==> config.mk <==
export PLATFORM = sky130hd
export DESIGN_NAME = id_ex_operand_stage_flat
export DESIGN_NICKNAME = d
export VERILOG_FILES = /design/src/rtl/id_ex_operand_stage_if.sv /design/src/rtl/id_ex_operand_stage.sv /design/src/flat_wrapper.sv
export SDC_FILE = /design/constraint.sdc
export NUM_CORES = 1
export LEC_CHECK = 0
export ABC_CLOCK_PERIOD_IN_PS = 9500
export BUFFER_PORTS_ARGS = -buffer_cell sky130_fd_sc_hd__buf_2
export CAP_MARGIN = 25
export CORE_AREA = 2 2 129 131
export CTS_BUF_LIST = sky130_fd_sc_hd__clkbuf_4 sky130_fd_sc_hd__clkbuf_8
export DETAILED_ROUTE_END_ITERATION = 8
export DIE_AREA = 0 0 131 133
export PLACE_DENSITY = 0.6
export SYNTH_ARGS = -nofsm -noshare
export SYNTH_HDL_FRONTEND = slang
export SYNTH_SLANG_ARGS = --single-unit
==> constraint.sdc <==
create_clock -name clk -period 9.5 [get_ports clk]
set_input_delay 0.475 -clock clk [delete_from_list [all_inputs] [get_ports clk]]
set_output_delay 0.475 -clock clk [all_outputs]
set_load 0.05 [all_outputs]
==> src/rtl/id_ex_operand_stage_if.sv <==
// ----------------------------------------------------------------------------
// id_ex_operand_stage_if
//   Bundles every non-clock, non-reset signal of the ID/EX operand stage.
//
//   Decode side : flush, in_valid/in_ready and the decoded instruction fields
//                 (in_alu_sel, in_rs/rt/rd, in_rs_data/rt_data, immediate and
//                 shift controls, in_wr_en, in_is_load).
//   Feedback    : ex_result (ALU result of the instruction held in the stage),
//                 mem_* and wb_* writeback info from the later stages.
//   EX side     : out_valid/out_ready, A, B, ALU_sel, out_rd, out_wr_en,
//                 out_is_load, out_store_data, stall.
//
//   modport slave  : seen by the stage itself.
//   modport master : seen by whatever drives the stage (decode/EX/bench).
// ----------------------------------------------------------------------------
interface id_ex_operand_stage_if #(
    parameter int DATA_W = 32,
    parameter int REG_AW = 5
);
    logic              flush;
    logic              in_valid;
    logic              in_ready;
    logic [2:0]        in_alu_sel;
    logic [REG_AW-1:0] in_rs;
    logic [REG_AW-1:0] in_rt;
    logic [REG_AW-1:0] in_rd;
    logic [DATA_W-1:0] in_rs_data;
    logic [DATA_W-1:0] in_rt_data;
    logic              in_use_imm;
    logic              in_imm_sign;
    logic [15:0]       in_imm;
    logic              in_shift_imm;
    logic [4:0]        in_shamt;
    logic              in_wr_en;
    logic              in_is_load;

    logic [DATA_W-1:0] ex_result;
    logic              mem_wr_en;
    logic [REG_AW-1:0] mem_rd;
    logic [DATA_W-1:0] mem_result;
    logic              wb_wr_en;
    logic [REG_AW-1:0] wb_rd;
    logic [DATA_W-1:0] wb_result;

    logic              out_valid;
    logic              out_ready;
    logic [DATA_W-1:0] A;
    logic [DATA_W-1:0] B;
    logic [2:0]        ALU_sel;
    logic [REG_AW-1:0] out_rd;
    logic              out_wr_en;
    logic              out_is_load;
    logic [DATA_W-1:0] out_store_data;
    logic              stall;

    modport slave (
        input  flush, in_valid, in_alu_sel, in_rs, in_rt, in_rd,
               in_rs_data, in_rt_data, in_use_imm, in_imm_sign, in_imm,
               in_shift_imm, in_shamt, in_wr_en, in_is_load,
               ex_result, mem_wr_en, mem_rd, mem_result,
               wb_wr_en, wb_rd, wb_result, out_ready,
        output in_ready, out_valid, A, B, ALU_sel, out_rd, out_wr_en,
               out_is_load, out_store_data, stall
    );

    modport master (
        output flush, in_valid, in_alu_sel, in_rs, in_rt, in_rd,
               in_rs_data, in_rt_data, in_use_imm, in_imm_sign, in_imm,
               in_shift_imm, in_shamt, in_wr_en, in_is_load,
               ex_result, mem_wr_en, mem_rd, mem_result,
               wb_wr_en, wb_rd, wb_result, out_ready,
        input  in_ready, out_valid, A, B, ALU_sel, out_rd, out_wr_en,
               out_is_load, out_store_data, stall
    );
endinterface

==> src/rtl/id_ex_operand_stage.sv <==
// ----------------------------------------------------------------------------
// id_ex_operand_stage
//   ID/EX pipeline register directly upstream of the ALU. Registers the decoded
//   instruction, resolves RAW hazards and presents registered A, B and ALU_sel
//   so the ALU can work combinationally in EX. Valid/ready on both sides.
//
//   Ports:
//     clk  - clock
//     rst  - asynchronous active-high reset (all outputs 0, in_ready 0)
//     bus  - id_ex_operand_stage_if.slave (decode, feedback and EX signals)
//
//   Build option:
//     ID_EX_BYPASS_EN defined   : full forwarding network (own stage, EX/MEM,
//                                 MEM/WB); only load-use stalls.
//     ID_EX_BYPASS_EN undefined : no forwarding; operands come straight from
//                                 the register file and the stage stalls while
//                                 any used source has a pending writer.
// ----------------------------------------------------------------------------
module id_ex_operand_stage #(
    parameter int DATA_W = 32,
    parameter int REG_AW = 5
) (
    input  logic                  clk,
    input  logic                  rst,
    id_ex_operand_stage_if.slave  bus
);

    // Stage registers
    logic              valid_q;
    logic              wr_en_q;
    logic              is_load_q;
    logic [REG_AW-1:0] rd_q;
    logic [2:0]        sel_q;
    logic [DATA_W-1:0] a_q;
    logic [DATA_W-1:0] b_q;
    logic [DATA_W-1:0] store_q;

    // Combinational operand build
    logic              rs_used;
    logic              rt_used;
    logic              hazard;
    logic              load_en;
    logic              accept;
    logic [DATA_W-1:0] rs_val;
    logic [DATA_W-1:0] rt_val;
    logic [DATA_W-1:0] imm_ext;
    logic [DATA_W-1:0] a_next;
    logic [DATA_W-1:0] b_next;

    // Shift-immediate reads only rt; immediate forms (other than shifts) do
    // not read rt as an operand.
    assign rs_used = !bus.in_shift_imm;
    assign rt_used = !bus.in_use_imm || bus.in_shift_imm;

`ifdef ID_EX_BYPASS_EN
    // Highest priority first: own stage (non-load only, its result is on
    // ex_result this cycle), EX/MEM, MEM/WB, register file. r0 is hard zero.
    function automatic logic [DATA_W-1:0] fwd(
        input logic [REG_AW-1:0] r,
        input logic [DATA_W-1:0] rf_data,
        input logic              own_en,
        input logic [REG_AW-1:0] own_rd,
        input logic [DATA_W-1:0] own_data,
        input logic              mem_en,
        input logic [REG_AW-1:0] mem_rd,
        input logic [DATA_W-1:0] mem_data,
        input logic              wb_en,
        input logic [REG_AW-1:0] wb_rd,
        input logic [DATA_W-1:0] wb_data
    );
        if (r == '0)                 return '0;
        if (own_en && own_rd == r)   return own_data;
        if (mem_en && mem_rd == r)   return mem_data;
        if (wb_en  && wb_rd  == r)   return wb_data;
        return rf_data;
    endfunction

    logic own_fwd_en;
    assign own_fwd_en = valid_q && wr_en_q && !is_load_q;

    assign rs_val = fwd(bus.in_rs, bus.in_rs_data, own_fwd_en, rd_q, bus.ex_result,
                        bus.mem_wr_en, bus.mem_rd, bus.mem_result,
                        bus.wb_wr_en, bus.wb_rd, bus.wb_result);
    assign rt_val = fwd(bus.in_rt, bus.in_rt_data, own_fwd_en, rd_q, bus.ex_result,
                        bus.mem_wr_en, bus.mem_rd, bus.mem_result,
                        bus.wb_wr_en, bus.wb_rd, bus.wb_result);

    // Load data is not available until MEM, so a dependent instruction waits
    // one cycle and then picks the value up from the EX/MEM bypass.
    logic load_live;
    assign load_live = valid_q && is_load_q && (rd_q != '0);
    assign hazard    = load_live &&
                       ((rs_used && rd_q == bus.in_rs) || (rt_used && rd_q == bus.in_rt));
`else
    // Without bypassing, a source is unsafe while any downstream stage still
    // has to write it back.
    function automatic logic pending(
        input logic [REG_AW-1:0] r,
        input logic              own_en,
        input logic [REG_AW-1:0] own_rd,
        input logic              mem_en,
        input logic [REG_AW-1:0] mem_rd,
        input logic              wb_en,
        input logic [REG_AW-1:0] wb_rd
    );
        return (r != '0) && ((own_en && own_rd == r) ||
                             (mem_en && mem_rd == r) ||
                             (wb_en  && wb_rd  == r));
    endfunction

    logic own_wr;
    assign own_wr = valid_q && wr_en_q;

    assign rs_val = bus.in_rs_data;
    assign rt_val = bus.in_rt_data;
    assign hazard =
        (rs_used && pending(bus.in_rs, own_wr, rd_q, bus.mem_wr_en, bus.mem_rd,
                            bus.wb_wr_en, bus.wb_rd)) ||
        (rt_used && pending(bus.in_rt, own_wr, rd_q, bus.mem_wr_en, bus.mem_rd,
                            bus.wb_wr_en, bus.wb_rd));
`endif

    assign imm_ext = {{(DATA_W-16){bus.in_imm_sign & bus.in_imm[15]}}, bus.in_imm};

    always_comb begin
        // NOTE: every output of a combinational block gets a default first so
        // no path leaves it unassigned, which would otherwise infer a latch.
        a_next = rs_val;
        b_next = bus.in_use_imm ? imm_ext : rt_val;
        if (bus.in_shift_imm) begin
            a_next = rt_val;
            b_next = {{(DATA_W-5){1'b0}}, bus.in_shamt};
        end
    end

    // Stage can take a new entry when it is empty or its content leaves now.
    assign load_en = !valid_q || bus.out_ready;
    assign accept  = bus.in_valid && bus.in_ready;

    assign bus.in_ready = !rst && load_en && !hazard && !bus.flush;
    assign bus.stall    = !rst && bus.in_valid && hazard;

    always_ff @(posedge clk or posedge rst) begin
        if (rst) begin
            // NOTE: the payload registers are reset too, not just valid_q,
            // because A/B/ALU_sel must read 0 while reset is asserted.
            valid_q   <= 1'b0;
            wr_en_q   <= 1'b0;
            is_load_q <= 1'b0;
            rd_q      <= '0;
            sel_q     <= '0;
            a_q       <= '0;
            b_q       <= '0;
            store_q   <= '0;
        end else if (bus.flush) begin
            // NOTE: sequential state uses non-blocking assignments so every
            // register samples pre-edge values, independent of statement order.
            valid_q <= 1'b0;
        end else if (load_en) begin
            // A hazard here (with the old entry leaving) produces a bubble.
            valid_q <= accept;
            if (accept) begin
                wr_en_q   <= bus.in_wr_en;
                is_load_q <= bus.in_is_load;
                rd_q      <= bus.in_rd;
                sel_q     <= bus.in_alu_sel;
                a_q       <= a_next;
                b_q       <= b_next;
                store_q   <= rt_val;
            end
        end
    end

    assign bus.out_valid      = valid_q;
    assign bus.out_wr_en      = wr_en_q;
    assign bus.out_is_load    = is_load_q;
    assign bus.out_rd         = rd_q;
    assign bus.ALU_sel        = sel_q;
    assign bus.A              = a_q;
    assign bus.B              = b_q;
    assign bus.out_store_data = store_q;

endmodule

==> src/flat_wrapper.sv <==
// flat-port wrapper written by rule: the top's interface ports become plain ports
module id_ex_operand_stage_flat 
#(
    parameter int DATA_W = 32,
    parameter int REG_AW = 5
)
  (clk, rst, bus_flush, bus_in_valid, bus_in_alu_sel, bus_in_rs, bus_in_rt, bus_in_rd, bus_in_rs_data, bus_in_rt_data, bus_in_use_imm, bus_in_imm_sign, bus_in_imm, bus_in_shift_imm, bus_in_shamt, bus_in_wr_en, bus_in_is_load, bus_ex_result, bus_mem_wr_en, bus_mem_rd, bus_mem_result, bus_wb_wr_en, bus_wb_rd, bus_wb_result, bus_out_ready, bus_in_ready, bus_out_valid, bus_A, bus_B, bus_ALU_sel, bus_out_rd, bus_out_wr_en, bus_out_is_load, bus_out_store_data, bus_stall);
  id_ex_operand_stage_if #(.DATA_W(DATA_W), .REG_AW(REG_AW)) bus_i ();
  input  logic clk;
  input  logic rst;
  input wire logic [$bits(bus_i.flush)-1:0] bus_flush;
  input wire logic [$bits(bus_i.in_valid)-1:0] bus_in_valid;
  input wire logic [$bits(bus_i.in_alu_sel)-1:0] bus_in_alu_sel;
  input wire logic [$bits(bus_i.in_rs)-1:0] bus_in_rs;
  input wire logic [$bits(bus_i.in_rt)-1:0] bus_in_rt;
  input wire logic [$bits(bus_i.in_rd)-1:0] bus_in_rd;
  input wire logic [$bits(bus_i.in_rs_data)-1:0] bus_in_rs_data;
  input wire logic [$bits(bus_i.in_rt_data)-1:0] bus_in_rt_data;
  input wire logic [$bits(bus_i.in_use_imm)-1:0] bus_in_use_imm;
  input wire logic [$bits(bus_i.in_imm_sign)-1:0] bus_in_imm_sign;
  input wire logic [$bits(bus_i.in_imm)-1:0] bus_in_imm;
  input wire logic [$bits(bus_i.in_shift_imm)-1:0] bus_in_shift_imm;
  input wire logic [$bits(bus_i.in_shamt)-1:0] bus_in_shamt;
  input wire logic [$bits(bus_i.in_wr_en)-1:0] bus_in_wr_en;
  input wire logic [$bits(bus_i.in_is_load)-1:0] bus_in_is_load;
  input wire logic [$bits(bus_i.ex_result)-1:0] bus_ex_result;
  input wire logic [$bits(bus_i.mem_wr_en)-1:0] bus_mem_wr_en;
  input wire logic [$bits(bus_i.mem_rd)-1:0] bus_mem_rd;
  input wire logic [$bits(bus_i.mem_result)-1:0] bus_mem_result;
  input wire logic [$bits(bus_i.wb_wr_en)-1:0] bus_wb_wr_en;
  input wire logic [$bits(bus_i.wb_rd)-1:0] bus_wb_rd;
  input wire logic [$bits(bus_i.wb_result)-1:0] bus_wb_result;
  input wire logic [$bits(bus_i.out_ready)-1:0] bus_out_ready;
  output wire logic [$bits(bus_i.in_ready)-1:0] bus_in_ready;
  output wire logic [$bits(bus_i.out_valid)-1:0] bus_out_valid;
  output wire logic [$bits(bus_i.A)-1:0] bus_A;
  output wire logic [$bits(bus_i.B)-1:0] bus_B;
  output wire logic [$bits(bus_i.ALU_sel)-1:0] bus_ALU_sel;
  output wire logic [$bits(bus_i.out_rd)-1:0] bus_out_rd;
  output wire logic [$bits(bus_i.out_wr_en)-1:0] bus_out_wr_en;
  output wire logic [$bits(bus_i.out_is_load)-1:0] bus_out_is_load;
  output wire logic [$bits(bus_i.out_store_data)-1:0] bus_out_store_data;
  output wire logic [$bits(bus_i.stall)-1:0] bus_stall;
  assign bus_i.flush = bus_flush;
  assign bus_i.in_valid = bus_in_valid;
  assign bus_i.in_alu_sel = bus_in_alu_sel;
  assign bus_i.in_rs = bus_in_rs;
  assign bus_i.in_rt = bus_in_rt;
  assign bus_i.in_rd = bus_in_rd;
  assign bus_i.in_rs_data = bus_in_rs_data;
  assign bus_i.in_rt_data = bus_in_rt_data;
  assign bus_i.in_use_imm = bus_in_use_imm;
  assign bus_i.in_imm_sign = bus_in_imm_sign;
  assign bus_i.in_imm = bus_in_imm;
  assign bus_i.in_shift_imm = bus_in_shift_imm;
  assign bus_i.in_shamt = bus_in_shamt;
  assign bus_i.in_wr_en = bus_in_wr_en;
  assign bus_i.in_is_load = bus_in_is_load;
  assign bus_i.ex_result = bus_ex_result;
  assign bus_i.mem_wr_en = bus_mem_wr_en;
  assign bus_i.mem_rd = bus_mem_rd;
  assign bus_i.mem_result = bus_mem_result;
  assign bus_i.wb_wr_en = bus_wb_wr_en;
  assign bus_i.wb_rd = bus_wb_rd;
  assign bus_i.wb_result = bus_wb_result;
  assign bus_i.out_ready = bus_out_ready;
  assign bus_in_ready = bus_i.in_ready;
  assign bus_out_valid = bus_i.out_valid;
  assign bus_A = bus_i.A;
  assign bus_B = bus_i.B;
  assign bus_ALU_sel = bus_i.ALU_sel;
  assign bus_out_rd = bus_i.out_rd;
  assign bus_out_wr_en = bus_i.out_wr_en;
  assign bus_out_is_load = bus_i.out_is_load;
  assign bus_out_store_data = bus_i.out_store_data;
  assign bus_stall = bus_i.stall;
  id_ex_operand_stage #(.DATA_W(DATA_W), .REG_AW(REG_AW)) u_core (.clk(clk), .rst(rst), .bus(bus_i));
endmodule
======== Word level (Yosys, flattened, before mapping) ========
Index checks and enable logic that the tools add are counted.
cells by class
  equal/unequal tests ..................... 6
  muxes and demuxes ....................... 5
  bitwise operators ....................... 2
  reduce and logical (&&, ||, !) cells .... 34
operators with widths
  cell                 number
  $mux W32             3
  $eq A5 B5 Y1         6
  $logic_and A1 B1 Y1  17
  $reduce_bool A5 Y1   2
  $logic_or A1 B1 Y1   7
  $logic_not A1 Y1     6
  $reduce_and A3 Y1    1
  $mux W1              2
  $reduce_bool A2 Y1   1
  $and A1 B1 Y1        1
  $not A1 Y1           1
word-level totals
  bits in registers ....................... 107
  input bits .............................. 221
  output and inout bits ................... 109
  logic and storage cells ................. 55

======== Logic depth before layout (Yosys ltp) ========
  depth in word-level cells ............... 13
  gate-level depth with buffers ........... 8

======== Worst setup path after synthesis ========
Ideal clock, no wire load.
  path kind ............................... input to output
  start ................................... input rst
  end ..................................... output bus_stall
  data arrival time ....................... 3.802 ns
  slack ................................... 5.223 ns
  cell stages on the path ................. 3
  path buffers ............................ 0
  cell sequence ........................... inv_1 > nand2_1 > a21oi_1
between the ends
  longest elaborated chain between the ends .. 3
RTL lines
  item                               line                        text
  start: declaration                 flat_wrapper.sv:10          input logic rst;
  $logic_not A1 Y1                   id_ex_operand_stage.sv:141  assign bus.stall = !rst && bus.in_valid && hazard;
  $logic_and A1 B1 Y1 (2 in series)  id_ex_operand_stage.sv:141
  end: declaration                   flat_wrapper.sv:43          output wire logic [$bits(bus_i.stall)-1:0] bus_stall;
Every way passes these cells.

======== Worst setup path after layout ========
  start ................................... register u_core.rd_q[4] (netlist: u_core.bus.out_rd[4])
  end ..................................... register u_core.store_q[25] (netlist: u_core.bus.out_store_data[25])
between the ends
  longest elaborated chain between the ends .. 12
RTL lines
  item                                           line                                                    text
  start: declaration                             id_ex_operand_stage.sv:32                               logic [REG_AW-1:0] rd_q;
  start signal: assignment                       id_ex_operand_stage.sv:165                              rd_q <= bus.in_rd;
  $eq A5 B5 Y1                                   id_ex_operand_stage.sv:106                              return (r != '0) && ((own_en && own_rd == r) ||
  $logic_and A1 B1 Y1                            id_ex_operand_stage.sv:106
  $logic_or A1 B1 Y1                             id_ex_operand_stage.sv:106
  $logic_or A1 B1 Y1                             id_ex_operand_stage.sv:107                              (mem_en && mem_rd == r) ||
  $logic_and A1 B1 Y1                            id_ex_operand_stage.sv:106
  $logic_and A1 B1 Y1, on equally long branches  id_ex_operand_stage.sv:117, id_ex_operand_stage.sv:119
  $logic_or A1 B1 Y1 (*)                         id_ex_operand_stage.sv:118                              bus.wb_wr_en, bus.wb_rd)) ||
  $logic_not A1 Y1 (*)                           id_ex_operand_stage.sv:140                              assign bus.in_ready = !rst && load_en && !hazard && !bus.flush;
  $logic_and A1 B1 Y1 (*) (2 in series)          id_ex_operand_stage.sv:140
  $logic_and A1 B1 Y1 (*)                        id_ex_operand_stage.sv:138                              assign accept = bus.in_valid && bus.in_ready;
  $reduce_and A3 Y1 (no source line) (*)         n/a
  end signal: assignment                         id_ex_operand_stage.sv:169                              store_q <= rt_val;
  end: declaration                               id_ex_operand_stage.sv:36                               logic [DATA_W-1:0] store_q;
Every way passes the cells marked *; elsewhere a longest branch is shown, timed or not.
A chain may end at the register's enable or synchronous reset.

==> results by group <==
Status
  • Outcome: complete, no violations

Critical path
  • RR Startpoint: u_core.bus.out_rd[4]
  • R2R setup slack: 6080 ps
  • Critical Path RT: 9760 ps
  • Critical path origin: u_core.bus.out_rd[4]
  • Reg2Reg Depth: 7
  • Crit path DAT: 3680 ps
  • Worst setup SP type: flip-flop
  • WS Path Type: reg2reg
  • Worst Setup EP: u_core.bus.out_store_data[25]
  • Crit end category: flip-flop
  • Reg2reg end: u_core.bus.out_store_data[25]
  • Crit Path Max Fanout: 67

Floorplanning
  • Core Rows: 47
  • # IOs: 330
  • Initial Utilization: 32.6%
  • Chip height: 133 um
  • Core Box Area: 16,200 um2
  • Full die area: 17,400 um2
  • Die W: 131 um

STA
  • Post-route minimum period: 3420 ps
  • Skew final: 12.9 ps
  • Slew @ Worst Pin: 998 ps
  • Final period util: 36.0%
  • RSZ-0062 raised after global routing: no
  • Setup-failing EPs final: 0
  • Fin worst setup slack: 6080 ps
  • Worst rel slew slack: 33.4%
  • Final Max Tran Viols: 0
  • Final hold vios: 0
  • Fmax: 0.293 GHz
  • Setup_tns: 0 ps

Flow run
  • Max Cap Viol: 0

Yosys
  • Largest family of logic cells by synthesized area: multiplexers
  • Synthesized-area fraction occupied by adder cells: 0%
  • Largest cells by area after synthesis: dfrtp_1, mux2_2, mux2_4
  • Share of the synthesized area in the top cell type: 50.8%
  • Post-Synthesis Cells: 399
  • Synth Warn #: 0
  • Synth Flop Type: dfrtp_1
  • Synth area leader: dfrtp_1
  • Mux share of post-synthesis cell area: 33.8%
  • Post-synth EDFFs: 0
  • Post-Synth Simple-Gate Area: 3.61%
  • Post-Synthesis Cell Area: 5280 um2
  • Post-synthesis xor/xnor area fraction: 4.98%
  • Synth Area in Compound Gates: 3.20%
  • Mapped Nets: 620
  • Seq/Total Area, Yosys: 50.8%
  • Synth unique cells: 27
  • #FFs+latches synth: 107
  • Async set-or-reset flop fraction in the synthesized netlist: 100%
  • Syn Area/Cell: 13.2 um2

CTS
  • Post-cts sizing count: 0
  • Htree depth: 3
  • Clock Latency Late Sink: 380 ps
  • Clock transition at path regs: 110 ps
  • CTS Sinks: 107
  • CTS tree: done
  • CTS Buf Count: 9
  • Post-CTS Hold Buffers: 0
  • CTS Buffer Depth: 2
  • Root buffer cell: clkbuf_8
  • Setup Fix Bufs, Post-CTS: 0

GRT
  • Gr usage total: 15.1%
  • Met2 usage: 25.2%
  • Global route overflow: 0
  • Initial antenna violation count: 0
  • Largest net degree at the start of global routing: 68
  • Met3 usage: 3.68%
  • First-pass GRT wire length: 20,800 um
  • Number of global-route vias before repair: 4,077
  • GR Util met1: 18.8%
  • Busiest layer in global routing: met2

Route
  • Overall routed net length: 13,100 um
  • # DRC: 0
  • Antenna-violating nets left: 0
  • Vias per cell: 4.61
  • DR vias: 3,923
  • 1st-pass router iterations: 4
  • Routed len/inst: 15.4 um
  • DR iter-0 viols: 168

Place
  • Pre-CTS WS: 5780 ps
  • DP HPWL: 9430 um
  • Gpl congestion: 0.854
  • Buffers on Ports: 233

Power and ir drop
  • Leakage: 3.54 nW
  • PwrDens: 235 nW/um2
  • VDD IR max: 0.0998 mV

Min path
  • Min-delay worst type: in2async

Final layout
  • Antenna Cells: 0
  • Layout cell share with drive strength beyond 1: 60.1%
  • Area growth syn-to-layout: 29.8%
  • Nets: 847
==> worst max-delay path: stages, from the launching register on <==
cell and delay (ps):
dfrtp_1 450, xor2_1 180, nor4_1 280, a32oi_1 80, a221o_1 400, nand3_4 520
buf_4 870, mux2_2 420
==> report_power, final <==
part           switching [mW]  internal, mW
Combinational           0.502         0.204
Sequential             0.0553         0.556
Clock                   0.162         0.132
Total                   0.719         0.892
==> cells in the final DEF (no fill, tap or decap), drive strengths merged <==
master and n:
a21oi 3, a221o 1, a32oi 1, a41oi 1, and3 2, buf 238
bufinv 1, clkbuf 10, clkinv 2, clkinvlp 1, dfrtp 107, inv 20
mux2 122, mux2i 32, nand2 9, nand3 2, nand4 1, nor2 15
nor2b 1, nor3 3, nor4 6, o21ai 21, o31ai 1, or4 1
xnor2 8, xor2 22
==> cell usage after synthesis (all sizes together), types with 2 or more instances <==
cell	number
mux2	122
dfrtp	107
mux2i	32
xor2	22
o21ai	21
inv	18
nor2	15
buf	11
clkbuf	11
nand2	9
xnor2	8
nor4	6
a21oi	3
nor3	3
and3	2
nand3	2
==> cell families after synthesis <==
group,Yosys count
AO/OA/AOI/OAI,28
XOR/XNOR,30
buffers and inverters,40
flip-flops,107
multiplexers,154
AND/OR/NAND/NOR,40
==> worst min path at each step <==
stage               slack (ps)              from  cells after the start                       endpoint
finish                     150               rst                      2         u_core.bus.out_is_load
global route               190               rst                      2          u_core.bus.ALU_sel[2]
CTS                        170               rst                      2  u_core.bus.out_store_data[30]
detailed placement         490   u_core.bus.A[1]                      1                u_core.bus.A[1]
global placement           480  u_core.bus.A[22]                      1               u_core.bus.A[22]
floorplan                  540         bus_flush                      1           u_core.bus.out_valid
==> sequential cells by signal, summed over array words and instances, names as in the netlist <==
register and flops:
u_core.bus.out_rd 5, u_core.bus.out_store_data 32, u_core.bus.ALU_sel 3, u_core.bus.A 32, u_core.bus.B 32, u_core.bus.out_wr_en 1
u_core.bus.out_valid 1, u_core.bus.out_is_load 1
==> layout make-up <==
cell class,count,area (um2)
Tap cell,220,275
Timing Repair Buffer,238,1200
Clock inverter,6,71.3
Multi-Input combinational cell,252,2410
Sequential cell,107,2680
Fill cell,1571,9320
Inverter,18,70.1
Clock buffer,10,138
==> per-layer routing <==
layer / wire length (um) / vias to the layer above
met1: 5400 / 1915
met5: 0 / -
met3: 956 / 16
met2: 6500 / 147
met4: 234 / 0
li1: - / 1845
==> through the flow <==
stage / instance area, um2 / std cells / power, mW / util [%] / hold WS (ps)
after floorplan: 5280 / 399 / 1.15 / - / 541
after global placement: 6640 / 835 / 1.32 / 41.1 / 482
after detailed placement: 6640 / 835 / 1.33 / 41.1 / 487
after CTS: 6850 / 851 / 1.63 / 42.4 / 168
after global routing: 6850 / 851 / 1.70 / 42.4 / 190
final: 6850 / 851 / 1.61 / 42.4 / 148
Note: power is estimated with default switching activity, not from simulation.
